--- src/rtl/shiftreg_tx_arbiter_if.sv ---
// Handshake and serial-output bundle for shiftreg_tx_arbiter.
// The slave side is the arbiter; the master side is the producers/consumer.
`timescale 1ns/1ps
interface shiftreg_tx_arbiter_if #(
  parameter int DATA_WIDTH = 4
);
  logic                  req0_valid;
  logic [DATA_WIDTH-1:0] req0_data;
  logic                  req0_ready;
  logic                  req1_valid;
  logic [DATA_WIDTH-1:0] req1_data;
  logic                  req1_ready;
  logic                  sout_data;
  logic                  sout_valid;
  logic                  sout_first;
  logic                  sout_last;
  logic                  sout_src;
  logic                  busy;

  modport slave (
    input  req0_valid, req0_data, req1_valid, req1_data,
    output req0_ready, req1_ready,
    output sout_data, sout_valid, sout_first, sout_last, sout_src, busy
  );

  modport master (
    output req0_valid, req0_data, req1_valid, req1_data,
    input  req0_ready, req1_ready,
    input  sout_data, sout_valid, sout_first, sout_last, sout_src, busy
  );
endinterface

--- src/rtl/shiftreg_tx_arbiter.sv ---
// Two-requester round-robin arbiter feeding one PISO shift register that
// streams each granted word MSB-first with first/last framing and an idle gap.
`timescale 1ns/1ps
module shiftreg_tx_arbiter #(
  parameter int DATA_WIDTH = 4,
  parameter int GAP_CYCLES = 1
) (
  input  logic                  clk,
  input  logic                  rst,
  shiftreg_tx_arbiter_if.slave  bus
);

  typedef enum logic [1:0] {IDLE, SHIFT, GAP} state_t;

  localparam int CNT_W = (DATA_WIDTH > 2) ? $clog2(DATA_WIDTH) : 1;
  localparam int GAP_W = (GAP_CYCLES > 1) ? $clog2(GAP_CYCLES + 1) : 1;
  localparam logic [CNT_W-1:0] CNT_LAST = CNT_W'(DATA_WIDTH - 1);
  localparam logic [GAP_W-1:0] GAP_LAST = GAP_W'((GAP_CYCLES > 0) ? GAP_CYCLES - 1 : 0);

  state_t                state_q, state_d;
  logic [DATA_WIDTH-1:0] shreg_q, shreg_d;
  logic [CNT_W-1:0]      cnt_q, cnt_d;
  logic [GAP_W-1:0]      gap_q, gap_d;
  logic                  ptr_q, ptr_d;
  logic                  src_q, src_d;
  logic                  sout_valid_q, sout_valid_d;
  logic                  sout_data_q, sout_data_d;
  logic                  sout_first_q, sout_first_d;
  logic                  sout_last_q, sout_last_d;
  logic                  busy_q, busy_d;
  logic                  gnt0, gnt1;
  logic                  in_shift_d;

  // ptr_q == 0 gives requester 0 priority, 1 gives requester 1 priority.
  always_comb begin
    gnt0 = 1'b0;
    gnt1 = 1'b0;
    if (state_q == IDLE) begin
      if (!ptr_q) begin
        gnt0 = bus.req0_valid;
        gnt1 = !bus.req0_valid && bus.req1_valid;
      end else begin
        gnt1 = bus.req1_valid;
        gnt0 = !bus.req1_valid && bus.req0_valid;
      end
    end
  end

  assign bus.req0_ready = gnt0 && !rst;
  assign bus.req1_ready = gnt1 && !rst;

  always_comb begin
    state_d = state_q;
    shreg_d = shreg_q;
    cnt_d   = cnt_q;
    gap_d   = gap_q;
    ptr_d   = ptr_q;
    src_d   = src_q;
    case (state_q)
      IDLE: begin
        if (gnt0 || gnt1) begin
          shreg_d = gnt1 ? bus.req1_data : bus.req0_data;
          cnt_d   = '0;
          src_d   = gnt1;
          ptr_d   = !gnt1;
          state_d = SHIFT;
        end
      end
      SHIFT: begin
        if (cnt_q == CNT_LAST) begin
          gap_d   = '0;
          state_d = (GAP_CYCLES > 0) ? GAP : IDLE;
        end else begin
          shreg_d = shreg_q << 1;
          cnt_d   = cnt_q + CNT_W'(1);
        end
      end
      GAP: begin
        if (gap_q == GAP_LAST) begin
          state_d = IDLE;
        end else begin
          gap_d = gap_q + GAP_W'(1);
        end
      end
      default: state_d = IDLE;
    endcase

    // Outputs are computed from next-state values so they land in the
    // same cycle as the state they describe.
    in_shift_d   = (state_d == SHIFT);
    sout_valid_d = in_shift_d;
    sout_data_d  = in_shift_d && shreg_d[DATA_WIDTH-1];
    sout_first_d = in_shift_d && (cnt_d == '0);
    sout_last_d  = in_shift_d && (cnt_d == CNT_LAST);
    busy_d       = (state_d != IDLE);
  end

  always_ff @(posedge clk or posedge rst) begin
    if (rst) begin
      state_q      <= IDLE;
      shreg_q      <= '0;
      cnt_q        <= '0;
      gap_q        <= '0;
      ptr_q        <= 1'b0;
      src_q        <= 1'b0;
      sout_valid_q <= 1'b0;
      sout_data_q  <= 1'b0;
      sout_first_q <= 1'b0;
      sout_last_q  <= 1'b0;
      busy_q       <= 1'b0;
    end else begin
      state_q      <= state_d;
      shreg_q      <= shreg_d;
      cnt_q        <= cnt_d;
      gap_q        <= gap_d;
      ptr_q        <= ptr_d;
      src_q        <= src_d;
      sout_valid_q <= sout_valid_d;
      sout_data_q  <= sout_data_d;
      sout_first_q <= sout_first_d;
      sout_last_q  <= sout_last_d;
      busy_q       <= busy_d;
    end
  end

  assign bus.sout_valid = sout_valid_q;
  assign bus.sout_data  = sout_data_q;
  assign bus.sout_first = sout_first_q;
  assign bus.sout_last  = sout_last_q;
  assign bus.sout_src   = src_q;
  assign bus.busy       = busy_q;

endmodule
--- src/flat_wrapper.sv ---
// flat-port wrapper written by rule: the top's interface ports become plain ports
module shiftreg_tx_arbiter_flat 
#(
  parameter int DATA_WIDTH = 4,
  parameter int GAP_CYCLES = 1
)
  (clk, rst, bus_req0_valid, bus_req0_data, bus_req1_valid, bus_req1_data, bus_req0_ready, bus_req1_ready, bus_sout_data, bus_sout_valid, bus_sout_first, bus_sout_last, bus_sout_src, bus_busy);
  shiftreg_tx_arbiter_if #(.DATA_WIDTH(DATA_WIDTH)) bus_i ();
  input  logic clk;
  input  logic rst;
  input wire logic [$bits(bus_i.req0_valid)-1:0] bus_req0_valid;
  input wire logic [$bits(bus_i.req0_data)-1:0] bus_req0_data;
  input wire logic [$bits(bus_i.req1_valid)-1:0] bus_req1_valid;
  input wire logic [$bits(bus_i.req1_data)-1:0] bus_req1_data;
  output wire logic [$bits(bus_i.req0_ready)-1:0] bus_req0_ready;
  output wire logic [$bits(bus_i.req1_ready)-1:0] bus_req1_ready;
  output wire logic [$bits(bus_i.sout_data)-1:0] bus_sout_data;
  output wire logic [$bits(bus_i.sout_valid)-1:0] bus_sout_valid;
  output wire logic [$bits(bus_i.sout_first)-1:0] bus_sout_first;
  output wire logic [$bits(bus_i.sout_last)-1:0] bus_sout_last;
  output wire logic [$bits(bus_i.sout_src)-1:0] bus_sout_src;
  output wire logic [$bits(bus_i.busy)-1:0] bus_busy;
  assign bus_i.req0_valid = bus_req0_valid;
  assign bus_i.req0_data = bus_req0_data;
  assign bus_i.req1_valid = bus_req1_valid;
  assign bus_i.req1_data = bus_req1_data;
  assign bus_req0_ready = bus_i.req0_ready;
  assign bus_req1_ready = bus_i.req1_ready;
  assign bus_sout_data = bus_i.sout_data;
  assign bus_sout_valid = bus_i.sout_valid;
  assign bus_sout_first = bus_i.sout_first;
  assign bus_sout_last = bus_i.sout_last;
  assign bus_sout_src = bus_i.sout_src;
  assign bus_busy = bus_i.busy;
  shiftreg_tx_arbiter #(.DATA_WIDTH(DATA_WIDTH), .GAP_CYCLES(GAP_CYCLES)) u_core (.clk(clk), .rst(rst), .bus(bus_i));
endmodule
--- config.mk ---
export PLATFORM = sky130hd
export DESIGN_NAME = shiftreg_tx_arbiter_flat
export DESIGN_NICKNAME = d
export VERILOG_FILES = /design/src/rtl/shiftreg_tx_arbiter_if.sv /design/src/rtl/shiftreg_tx_arbiter.sv /design/src/flat_wrapper.sv
export SDC_FILE = /design/constraint.sdc
export NUM_CORES = 1
export LEC_CHECK = 0
export CAP_MARGIN = 15
export CORE_MARGIN = 8
export CORE_UTILIZATION = 39
export CTS_CLUSTER_SIZE = 16
export DETAILED_ROUTE_END_ITERATION = 8
export PLACE_DENSITY = 0.78
export SLEW_MARGIN = 10
export SYNTH_ARGS = -nofsm -noshare
export SYNTH_HDL_FRONTEND = slang
export SYNTH_SLANG_ARGS = --single-unit
--- constraint.sdc ---
create_clock -name clk -period 1.4 [get_ports clk]
set_clock_uncertainty 0.1 [all_clocks]
set_input_delay 0.42 -clock clk [delete_from_list [all_inputs] [get_ports clk]]
set_output_delay 0.42 -clock clk [all_outputs]
set_load 0.02 [all_outputs]
==> summary.txt <==
Outcome
  – Outcome: finished with violations
  – Failing checks: negative setup slack

Die
  – Core Area: 1540 sq um
  – I/O pin total: 20
  – Die width: 56.9 um
  – Die ar.: 3240 sq um
  – Die Height: 56.9 um
  – Cell Rows: 14
  – Starting Density: 0.423

Synthesis
  – Yosys warns: 0
  – Synth area leaders: dfrtp_1 54%, nand3_1 6.1%, inv_1 4.6%
  – Sequential area share after synthesis: 0.537
  – Cell with the most instances after synthesis: dfrtp_1
  – Share of the synthesized area in the top cell type: 0.537
  – Post-synthesis cell count: 62
  – Synthesized flop and latch total: 14
  – Largest area contributor in the netlist: dfrtp_1
  – Synth cell types: 26
  – Post-synth EDFFs: 0
  – Ys async rst share: 1.00
  – Syn_area_per_cell: 10.5 sq um
  – Ys flop type: dfrtp_1
  – Synth top cells by count: 14 x dfrtp_1, 8 x inv_1, 8 x nand3_1
  – Synth Net Count: 74
  – Post-Syn Area: 652 sq um

Routing
  – DRC viols: 0
  – DRT Wirelength: 1.71 mm
  – Drt wl/cell: 14.9 um
  – Post-route ant nets: 0
  – Via density: 5.22
  – Initial DRC Count: 24
  – DR vias: 600
  – DRT Pass-1 Iters: 4

Clock tree
  – Num Clock Sinks: 14
  – Max clock buf depth: 2
  – Clock Latency Late Sink: 270 ps
  – Clock transition at path regs: 80 ps
  – Root Buffer: clkbuf_4
  – Post-CTS Hold Fix Bufs: 0
  – CTS tree: done
  – H-Tree Depth: 1
  – CTS buffer count: 3

GRT
  – Met1 usage: 0.126
  – Grt met3 use: 0.0270
  – GRT Overall Usage: 0.107
  – Gr busiest metal: met2
  – Initial antenna violation count: 0
  – First-pass GRT wire length: 2.89 mm
  – Vias in the first global route: 669
  – GR Util met2: 0.180
  – Total congestion overflow: 0
  – Largest net degree at the start of global routing: 15

Critical path
  – Crit path kind: flop to output port
  – WP data required: 880 ps
  – CP top delay family: flip-flops
  – Reg2Reg Setup Slack: 20 ps
  – Setup crit start kind: flop
  – CP max-delay cell: dfrtp_1
  – CP Buf/Inv Count: 1
  – Slowest stage delay, CP: 430 ps
  – CP arrival: 1230 ps
  – Critical Path, Cell by Cell: nor3b_4 -> and3_4 -> buf_6
  – Max Fanout on Critical Path: 3
  – Critical Path End Type: output port

Placement
  – Hpwl dp: 1.23 mm
  – Final Wtd Congestion: 0.774
  – PortBufs: 19
  – Inst Count DP: 108

Timing
  – Final hold viol count: 0
  – Fmax achieved: 0.571 GHz
  – RSZ-0062 raised after global routing: yes
  – Tmin final: 1750 ps
  – Worst setup margin: -351 ps
  – Setup Viol. Count Final: 2
  – Worst slew margin: 0.819
  – Actual slew at the worst max-slew pin: 271 ps
  – Period utilisation layout: 1.25
  – Worst hold margin: 239 ps
  – Final Max Slew Viols: 0

Min path
  – Hold crit path type: input port to async pin

Cells and area
  – Ant. Diodes: 0
  – Footprint of the multi-input gates: 337 sq um
  – P&R area growth vs syn: 62.8%
  – Final nets: 112
  – Layout fillers: 115
  – Storage cell area: 352 sq um
  – Share of cells above drive strength 1: 0.455
  – Final Instance Count excl. Fillers: 115

Power
  – Static Leak: 0.478 nW
  – Peak supply drop: 1.31 mV
  – Pwr dens: 2200 nW/um^2

Run
  – Number of max-cap violations: 0
## worst paths after layout
path,from,endpoint,cells past startpoint
max in group asynchronous,rst,u_core.state_q[1],3
worst max register to register,u_core.state_q[0],u_core.shreg_q[2],4
worst min register to register,u_core.bus.sout_src,u_core.bus.sout_src,1
worst max-delay path,u_core.state_q[0],bus_req1_ready,3
min in group clk,u_core.bus.sout_src,u_core.bus.sout_src,1
worst min-delay path,rst,u_core.bus.sout_valid,3
## where the power goes
part | total (mW) | switching (mW) | leakage (nW) | internal, mW
combinational | 1.32 | 0.674 | 0.288 | 0.641
clock | 0.285 | 0.127 | 0.0210 | 0.158
sequential | 0.730 | 0.133 | 0.170 | 0.597
## metal layers
| layer | share of wire | vias up | routed length (um) |
|---|---|---|---|
| met1 | 0.42 | 284 | 710 |
| met3 | 0.039 | 2 | 67 |
| met5 | 0 | - | 0 |
| li1 | - | 298 | - |
| met4 | 0.0082 | 0 | 14 |
| met2 | 0.54 | 16 | 914 |
## worst reg2reg max path, stage by stage (launching register included)
cell and delay, ps:
dfrtp_1 430, buf_4 170, or2_4 280, o221ai_4 160
o2111ai_2 110
## cells in the final DEF (no fill, tap or decap), types with 2 or more instances in the layout
| cell type | netlist | layout |
|---|---|---|
| buf_4 | 1 | 15 |
| buf_2 | 0 | 6 |
| nand2_1 | 2 | 2 |
| nor2_4 | 0 | 2 |
| o22ai_1 | 2 | 2 |
| inv_1 | 8 | 7 |
| nor2_1 | 4 | 2 |
| nand3_1 | 8 | 7 |
| buf_6 | 1 | 3 |
| o221ai_4 | 0 | 2 |
| dlygate4sd2_1 | 0 | 3 |
| o2111ai_2 | 0 | 2 |
| nor2_2 | 2 | 2 |
| clkbuf_4 | 0 | 3 |
| dfrtp_1 | 14 | 13 |
| clkdlybuf4s50_1 | 0 | 8 |
## through the flow
stage	setup WS, ps	setup TNS [ps]	util	power [mW]	area [sq um]
after CTS	-363	-662	0.644	2.14	993
after global placement	-1020	-5000	0.628	1.83	968
after floorplan	-73.6	-73.6	-	1.41	679
after global routing	-402	-841	0.688	2.50	1060
after detailed placement	-1040	-5390	0.628	1.88	968
final	-351	-658	0.688	2.33	1060
## flip-flops by register name (all words and copies together), names as in the netlist
name	flops
u_core.ptr_q	1
u_core.shreg_q	3
u_core.bus.sout_src	1
u_core.bus.sout_data	1
u_core.bus.sout_first	1
u_core.cnt_q	2
u_core.state_q	2
u_core.bus.busy	1
u_core.bus.sout_last	1
u_core.bus.sout_valid	1
## area by class of cell
cell class | count | area share
inverters | 8 | 0.0318
multi-input cells | 38 | 0.317
repair buffers | 35 | 0.267
clock buffers | 4 | 0.0342
well taps | 16 | 0.0189
flip-flops and latches | 14 | 0.331
## timing repair
action / CTS / global route
setup buffers: 2 / 1
setup endpoints to repair: 14 / 7
gates resized for setup: 41 / 10
pin swaps: 5 / 8
## cell families after synthesis
logic type,synth area share
AND/OR/NAND/NOR,0.205
flip-flops,0.537
buffers and inverters,0.0749
AO/OA/AOI/OAI,0.182
Note: power is estimated with default switching activity, not from simulation.
